### src/rtl/nw_pkg.sv
// rtl/nw_pkg.sv - shared types and cell-selection function for nw_seq_aligner
package nw_pkg;

    typedef enum logic [1:0] {
        DIR_UP   = 2'b00,
        DIR_LEFT = 2'b01,
        DIR_DIAG = 2'b10
    } dir_t;

    typedef enum logic [1:0] {
        IDLE,
        FILL,
        TRACE
    } state_t;

    // Candidates are sign-extended to this width so one function serves any score width.
    localparam int NW_CMP_W = 64;

    typedef struct packed {
        logic signed [NW_CMP_W-1:0] score;
        dir_t                       dir;
    } nw_cell_t;

    function automatic nw_cell_t nw_best(
        input logic signed [NW_CMP_W-1:0] diag,
        input logic signed [NW_CMP_W-1:0] up,
        input logic signed [NW_CMP_W-1:0] left
    );
        nw_cell_t r;
        if (diag >= up && diag >= left) begin
            r.score = diag;
            r.dir   = DIR_DIAG;
        end else if (up >= left) begin
            r.score = up;
            r.dir   = DIR_UP;
        end else begin
            r.score = left;
            r.dir   = DIR_LEFT;
        end
        return r;
    endfunction

endpackage

### src/rtl/nw_dir_store.sv
// rtl/nw_dir_store.sv - per-cell direction array, synchronous write, combinational read
module nw_dir_store
    import nw_pkg::*;
#(
    parameter int LENGTH = 10,
    localparam int AW = $clog2(LENGTH * LENGTH)
) (
    input  logic          clk,
    input  logic          we,
    input  logic [AW-1:0] waddr,
    input  dir_t          wdata,
    input  logic [AW-1:0] raddr,
    output dir_t          rdata
);

    dir_t mem [LENGTH*LENGTH];

    always_ff @(posedge clk) begin
        if (we) mem[waddr] <= wdata;
    end

    assign rdata = mem[raddr];

endmodule

### src/rtl/nw_seq_aligner.sv
// rtl/nw_seq_aligner.sv - one-cell-per-clock Needleman-Wunsch scorer with a row buffer
// Traceback storage and the tb_* stream exist only when NW_TRACEBACK_EN is defined.
module nw_seq_aligner
    import nw_pkg::*;
#(
    parameter int LENGTH      = 10,
    parameter int CWIDTH      = 2,
    parameter int SWIDTH      = 16,
    parameter int CORD_LENGTH = 8
) (
    input  logic                     clk,
    input  logic                     reset,
    input  logic                     start,
    input  logic [LENGTH*CWIDTH-1:0] s1,
    input  logic [LENGTH*CWIDTH-1:0] s2,
    input  logic signed [SWIDTH-1:0] match,
    input  logic signed [SWIDTH-1:0] mismatch,
    input  logic signed [SWIDTH-1:0] indel,
    output logic                     busy,
    output logic signed [SWIDTH-1:0] score,
    output logic                     score_valid,
    output logic                     done,
    output logic                     tb_valid,
    input  logic                     tb_ready,
    output logic [CORD_LENGTH-1:0]   tb_x,
    output logic [CORD_LENGTH-1:0]   tb_y,
    output logic                     tb_last
);

    localparam int LW = $clog2(LENGTH);
    localparam int RW = $clog2(LENGTH + 1);
    localparam logic [CORD_LENGTH-1:0] LAST_IDX = CORD_LENGTH'(LENGTH - 1);

    state_t state, state_nxt;

    logic [CWIDTH-1:0]        c1 [LENGTH];
    logic [CWIDTH-1:0]        c2 [LENGTH];
    logic signed [SWIDTH-1:0] match_r, mismatch_r, indel_r;
    // row_buf[0] is the column-0 boundary of the previous row; row_buf[j] holds H[.][j].
    logic signed [SWIDTH-1:0] row_buf [LENGTH+1];
    logic signed [SWIDTH-1:0] diag_r, left_r;
    logic [CORD_LENGTH-1:0]   x, y;

    logic [RW-1:0]            up_idx;
    logic signed [SWIDTH-1:0] h_diag, h_left, c_diag, c_up, c_left, cell_score;
    nw_cell_t                 best;
    logic                     last_cell;

    assign up_idx    = RW'(x) + 1'b1;
    assign last_cell = (x == LAST_IDX) && (y == LAST_IDX);
    assign busy      = (state != IDLE);

    always_comb begin
        h_diag     = (x == '0) ? row_buf[0] : diag_r;
        h_left     = (x == '0) ? row_buf[0] + indel_r : left_r;
        c_diag     = h_diag + ((c1[LW'(y)] == c2[LW'(x)]) ? match_r : mismatch_r);
        c_up       = row_buf[up_idx] + indel_r;
        c_left     = h_left + indel_r;
        best       = nw_best(NW_CMP_W'(c_diag), NW_CMP_W'(c_up), NW_CMP_W'(c_left));
        cell_score = SWIDTH'(best.score);
    end

`ifdef NW_TRACEBACK_EN
    localparam int DAW = $clog2(LENGTH * LENGTH);
    logic [DAW-1:0] cell_addr;
    dir_t           cur_dir;
    logic           trace_end;

    // FILL writes and TRACE reads share one address: the trace walks back with x/y.
    assign cell_addr = DAW'(int'(y) * LENGTH + int'(x));

    nw_dir_store #(.LENGTH(LENGTH)) u_dir_store (
        .clk   (clk),
        .we    (state == FILL),
        .waddr (cell_addr),
        .wdata (best.dir),
        .raddr (cell_addr),
        .rdata (cur_dir)
    );

    always_comb begin
        trace_end = 1'b0;
        case (cur_dir)
            DIR_DIAG: trace_end = (x == '0) || (y == '0);
            DIR_UP:   trace_end = (y == '0);
            default:  trace_end = (x == '0);
        endcase
    end

    assign tb_valid = (state == TRACE);
    assign tb_x     = tb_valid ? x : '0;
    assign tb_y     = tb_valid ? y : '0;
    assign tb_last  = tb_valid && trace_end;
`else
    logic unused_ok;
    assign unused_ok = tb_ready ^ (^best.dir);
    assign tb_valid  = 1'b0;
    assign tb_x      = '0;
    assign tb_y      = '0;
    assign tb_last   = 1'b0;
`endif

    always_ff @(posedge clk or posedge reset) begin
        if (reset) state <= IDLE;
        else       state <= state_nxt;
    end

    always_comb begin
        state_nxt = state;
        case (state)
            IDLE: if (start) state_nxt = FILL;
`ifdef NW_TRACEBACK_EN
            FILL:  if (last_cell) state_nxt = TRACE;
            TRACE: if (tb_ready && trace_end) state_nxt = IDLE;
`else
            FILL: if (last_cell) state_nxt = IDLE;
`endif
            default: state_nxt = IDLE;
        endcase
    end

    always_ff @(posedge clk or posedge reset) begin
        if (reset) begin
            score       <= '0;
            score_valid <= 1'b0;
            done        <= 1'b0;
            x           <= '0;
            y           <= '0;
            match_r     <= '0;
            mismatch_r  <= '0;
            indel_r     <= '0;
            diag_r      <= '0;
            left_r      <= '0;
            for (int j = 0; j <= LENGTH; j++) row_buf[j] <= '0;
            for (int i = 0; i < LENGTH; i++) begin
                c1[i] <= '0;
                c2[i] <= '0;
            end
        end else begin
            done <= 1'b0;
            case (state)
                IDLE: if (start) begin
                    score_valid <= 1'b0;
                    x           <= '0;
                    y           <= '0;
                    match_r     <= match;
                    mismatch_r  <= mismatch;
                    indel_r     <= indel;
                    for (int j = 0; j <= LENGTH; j++) row_buf[j] <= SWIDTH'(j) * indel;
                    for (int i = 0; i < LENGTH; i++) begin
                        c1[i] <= s1[i*CWIDTH +: CWIDTH];
                        c2[i] <= s2[i*CWIDTH +: CWIDTH];
                    end
                end
                FILL: begin
                    row_buf[up_idx] <= cell_score;
                    diag_r          <= row_buf[up_idx];
                    left_r          <= cell_score;
                    // The last cell leaves x/y at (L-1, L-1), where the traceback begins.
                    if (last_cell) begin
                        score       <= cell_score;
                        score_valid <= 1'b1;
`ifndef NW_TRACEBACK_EN
                        done        <= 1'b1;
`endif
                    end else if (x == LAST_IDX) begin
                        x          <= '0;
                        y          <= y + 1'b1;
                        row_buf[0] <= row_buf[0] + indel_r;
                    end else begin
                        x <= x + 1'b1;
                    end
                end
`ifdef NW_TRACEBACK_EN
                TRACE: if (tb_ready) begin
                    if (trace_end) begin
                        done <= 1'b1;
                    end else begin
                        case (cur_dir)
                            DIR_DIAG: begin
                                x <= x - 1'b1;
                                y <= y - 1'b1;
                            end
                            DIR_UP:  y <= y - 1'b1;
                            default: x <= x - 1'b1;
                        endcase
                    end
                end
`endif
                default: ;
            endcase
        end
    end

endmodule

### config.mk
export PLATFORM = sky130hd
export DESIGN_NAME = nw_seq_aligner
export DESIGN_NICKNAME = d
export VERILOG_FILES = /design/src/rtl/nw_pkg.sv /design/src/rtl/nw_dir_store.sv /design/src/rtl/nw_seq_aligner.sv
export SDC_FILE = /design/constraint.sdc
export NUM_CORES = 1
export LEC_CHECK = 0
export CAP_MARGIN = 20
export CORE_AREA = 2 2 170 255
export CTS_CLUSTER_DIAMETER = 40
export DETAILED_ROUTE_END_ITERATION = 7
export DIE_AREA = 0 0 172 257
export GPL_TIMING_DRIVEN = 0
export PLACE_DENSITY = 0.73
export SYNTH_ARGS = -nofsm -noshare
export SYNTH_HDL_FRONTEND = slang
export SYNTH_SLANG_ARGS = --single-unit
### constraint.sdc
create_clock -name clk -period 15.9 [get_ports clk]
set_input_delay 3.18 -clock clk [delete_from_list [all_inputs] [get_ports clk]]
set_output_delay 3.18 -clock clk [all_outputs]
set_load 0.1 [all_outputs]
==> results.md <==
- Initial DRT Pass Iterations: 6
- Share of layout cells above drive strength 1: 8.697%
- Depth of the CTS H-tree: 2
- Slew Viols, Final: 0
- Initial cell density of the core: 54.37%
- M1 GR Usage: a little over two fifths
- Die Ht: 257 microns
- Fin nets: 2958
- DR vias/cell: between 6 and 7
- CTS Buffer Depth: 3
- Period utilisation layout: 75.67%
- WP data arrival: 12.42 ns
- Element type at the critical path start: flop
- Syn_area_per_cell: 9.197 sq um
- Seq/Total Area, Yosys: 36.36%
- Routability cong.: 1.008
- Cell variety after synth: between 80 and 90
- Slew @ Worst Pin: roughly 1.2 ns
- Fmax: about 0.083 GHz
- CTS tree: built
- Post-Route WL: 85.00 mm
- Post-CTS setup buffers: 0
- Global-route wire length before repair: 125.8 mm
- Hold Buf Count CTS: 0
- Setup TNS: 0 ns
- Seq cells post-synth: 331
- Mapped Area: 0.02278 sq mm
- CTS sink cnt: 331
- Yosys warns: 0
- Ys flop type: dfrtp_1
- Status: finished clean
- Wire length per cell: around 26 microns
- Cell row count: 92
- Largest net degree at the start of global routing: 112
- DR iter-0 viols: 1661
- Critical Path RT: 16.28 ns
- Placed inst area: 0.02475 sq mm
- Global route hottest layer: met2
- Final instance area: 0.02612 sq mm
- MaxCap Viol Count: 0
- Vias: 20508
- Worst skew pair latency: 0.57 ns
- Tmin final: 12.03 ns
- Post-DRT Antenna Nets: 0
- WS Path Type: flop to flop
- Max-slew headroom: 18.79%
- Post_cts resized: 0
- GRT Overall Usage: around 39%
- Port bufs: 108
- Worst path slowest cell: buf_1
- Worst-path clk slew: ~0.06 ns
- Hold path depth: 2
- Setup Skew: 0.03342 ns
- Crit path capture type: flop
- RSZ-0062 raised after global routing: false
- Core ar.: 0.04190 sq mm
- Die width: between 150 and 200 microns
- CP Max Fanout: 12
- Vias in the first global route: 20994
- Worst Hold Class: flop to flop
- Worst reg-to-reg path cell count: 30
- Setup Viol. Count Final: 0
- CTS Buf Count: 39
- I/O pin count: 129
- Grt total ovfl: 0
- DRC errors left: 0
- Asr flop ratio synth: 100.0%
- M3 GR Usage: about 5.6%
- Die area: around 0.044 sq mm
- Layout Area Growth over Synthesis: 14.64%
- Initial antenna violation count: 1
- Biggest cell delay along the critical path: 0.80 ns
- Root Buffer: clkbuf_16
- HPWL after detailed placement: 67.18 mm
- EDFF count, synth: 0
- Synthesized instance count: 2477
- Final hold vios: 0
- M2 GR Usage: 65.36%
-- critical path: cells and delay by family (launching register included) --
| family | cells | cell delay [ns] |
|---|---|---|
| buffers and inverters | 9 | 5.02 |
| AOI/OAI and AO/OA | 8 | 2.25 |
| adders and majority gates | 5 | 1.89 |
| muxes | 3 | 1.50 |
| and+or+nand+nor | 4 | 0.56 |
| DFF | 1 | 0.39 |
| xor gates and xnor gates | 1 | 0.20 |
-- sequential cells by signal, summed over array words and instances, names as in the netlist --
name and cells:
score 16, done 1, c2 20, y 8, indel_r 16, score_valid 1, mismatch_r 16, left_r 16
row_buf 176, match_r 16, x 8, c1 20, diag_r 16, state 1
-- final cells by class --
type                            count  area [sq um]
Antenna cell                        1         2.502
Buffer                            148         694.4
Clock buffer                       46          1002
Clock inverter                     24         356.6
Fill cell                        3672         15790
Inverter                          150         570.5
Multi-Input combinational cell   1865         13300
Sequential cell                   331          8283
Tap cell                          564         705.7
Timing Repair Buffer              115          1196
-- layer usage --
layer	wire [microns]	up-vias
li1	-	9151
met1	30050	10125
met2	41020	919
met3	4970	311
met4	8940	2
met5	16	-
-- cell usage in the layout, fill, tap and decap left out, types with 8 or more instances in the layout --
| cell type | instances |
|---|---|
| clkinv_2 | 8 |
| clkdlybuf4s50_1 | 108 |
| o21ai_0 | 146 |
| mux2i_2 | 10 |
| and2_1 | 10 |
| nor4_1 | 9 |
| inv_1 | 148 |
| o22ai_1 | 46 |
| o21ai_1 | 54 |
| o211ai_1 | 26 |
| clkbuf_1 | 101 |
| fa_1 | 20 |
| nor2_1 | 143 |
| a211oi_1 | 37 |
| buf_4 | 31 |
| o21a_1 | 13 |
| buf_1 | 16 |
| a22oi_1 | 42 |
| dfrtp_1 | 331 |
| mux2_2 | 52 |
| a21o_1 | 43 |
| a21oi_1 | 208 |
| o21bai_1 | 28 |
| mux4_2 | 40 |
| nor2b_1 | 17 |
| xnor2_1 | 80 |
| conb_1 | 18 |
| nand4_1 | 8 |
| xor2_1 | 31 |
| ha_1 | 196 |
| a31oi_1 | 10 |
| nand2b_1 | 17 |
| buf_2 | 8 |
| nand3_1 | 43 |
| nor3_1 | 20 |
| clkbuf_16 | 39 |
| and3_1 | 17 |
| mux2i_1 | 47 |
| nand2_1 | 338 |
-- kinds of logic after synthesis --
kind of cell	share of synthesized area, %
muxes	9.359
and+or+nand+nor	12.29
other	0.01646
xor gates and xnor gates	4.366
buffers and inverters	5.520
AOI/OAI and AO/OA	19.37
DFF	36.36
adders and majority gates	12.71
-- through the flow --
step	util [%]	setup slack [ns]	hold WS [ns]	std cells
finish	62.33	3.869	0.4706	3244
global route	62.32	3.384	0.4819	3243
CTS	62.32	4.032	0.4733	3243
detailed placement	59.08	4.037	0.4599	3173
global placement	58.79	-0.6966	0.4539	3166
floorplan	-	3.552	0.4401	2494
-- Yosys cell counts (28+ instances only) --
cell type	n	share of area, %
inv_1	149	2.5
a21o_1	43	1.4
o21ai_0	146	3.2
o21ai_1	54	1.2
o21bai_1	28	0.92
a211oi_1	37	1.2
mux4_2	40	4.0
clkbuf_1	94	1.5
a22oi_1	42	1.4
nand3_1	43	0.94
dfrtp_1	331	36
a21oi_1	208	4.6
mux2i_1	47	2.1
ha_1	196	11
nand2_1	338	5.6
xnor2_1	80	3.1
buf_4	30	0.99
nor2_1	143	2.4
mux2_2	52	2.6
o22ai_1	46	1.3
xor2_1	31	1.2
-- path summary, 6_finish.rpt --
path	from	to	slack [ns]
worst max-delay path	x[0]	score[12]	3.87
worst min-delay path	c2[14]	c2[14]	0.47
min in group asynchronous	reset	diag_r[1]	3.05
max in group asynchronous	reset	row_buf[42]	11.87
worst min register to register	c2[14]	c2[14]	0.47
worst max register to register	x[0]	score[12]	3.87
Power is not shown: default switching activity piles up to over one toggle a cycle in this logic, so the estimate is an artifact.
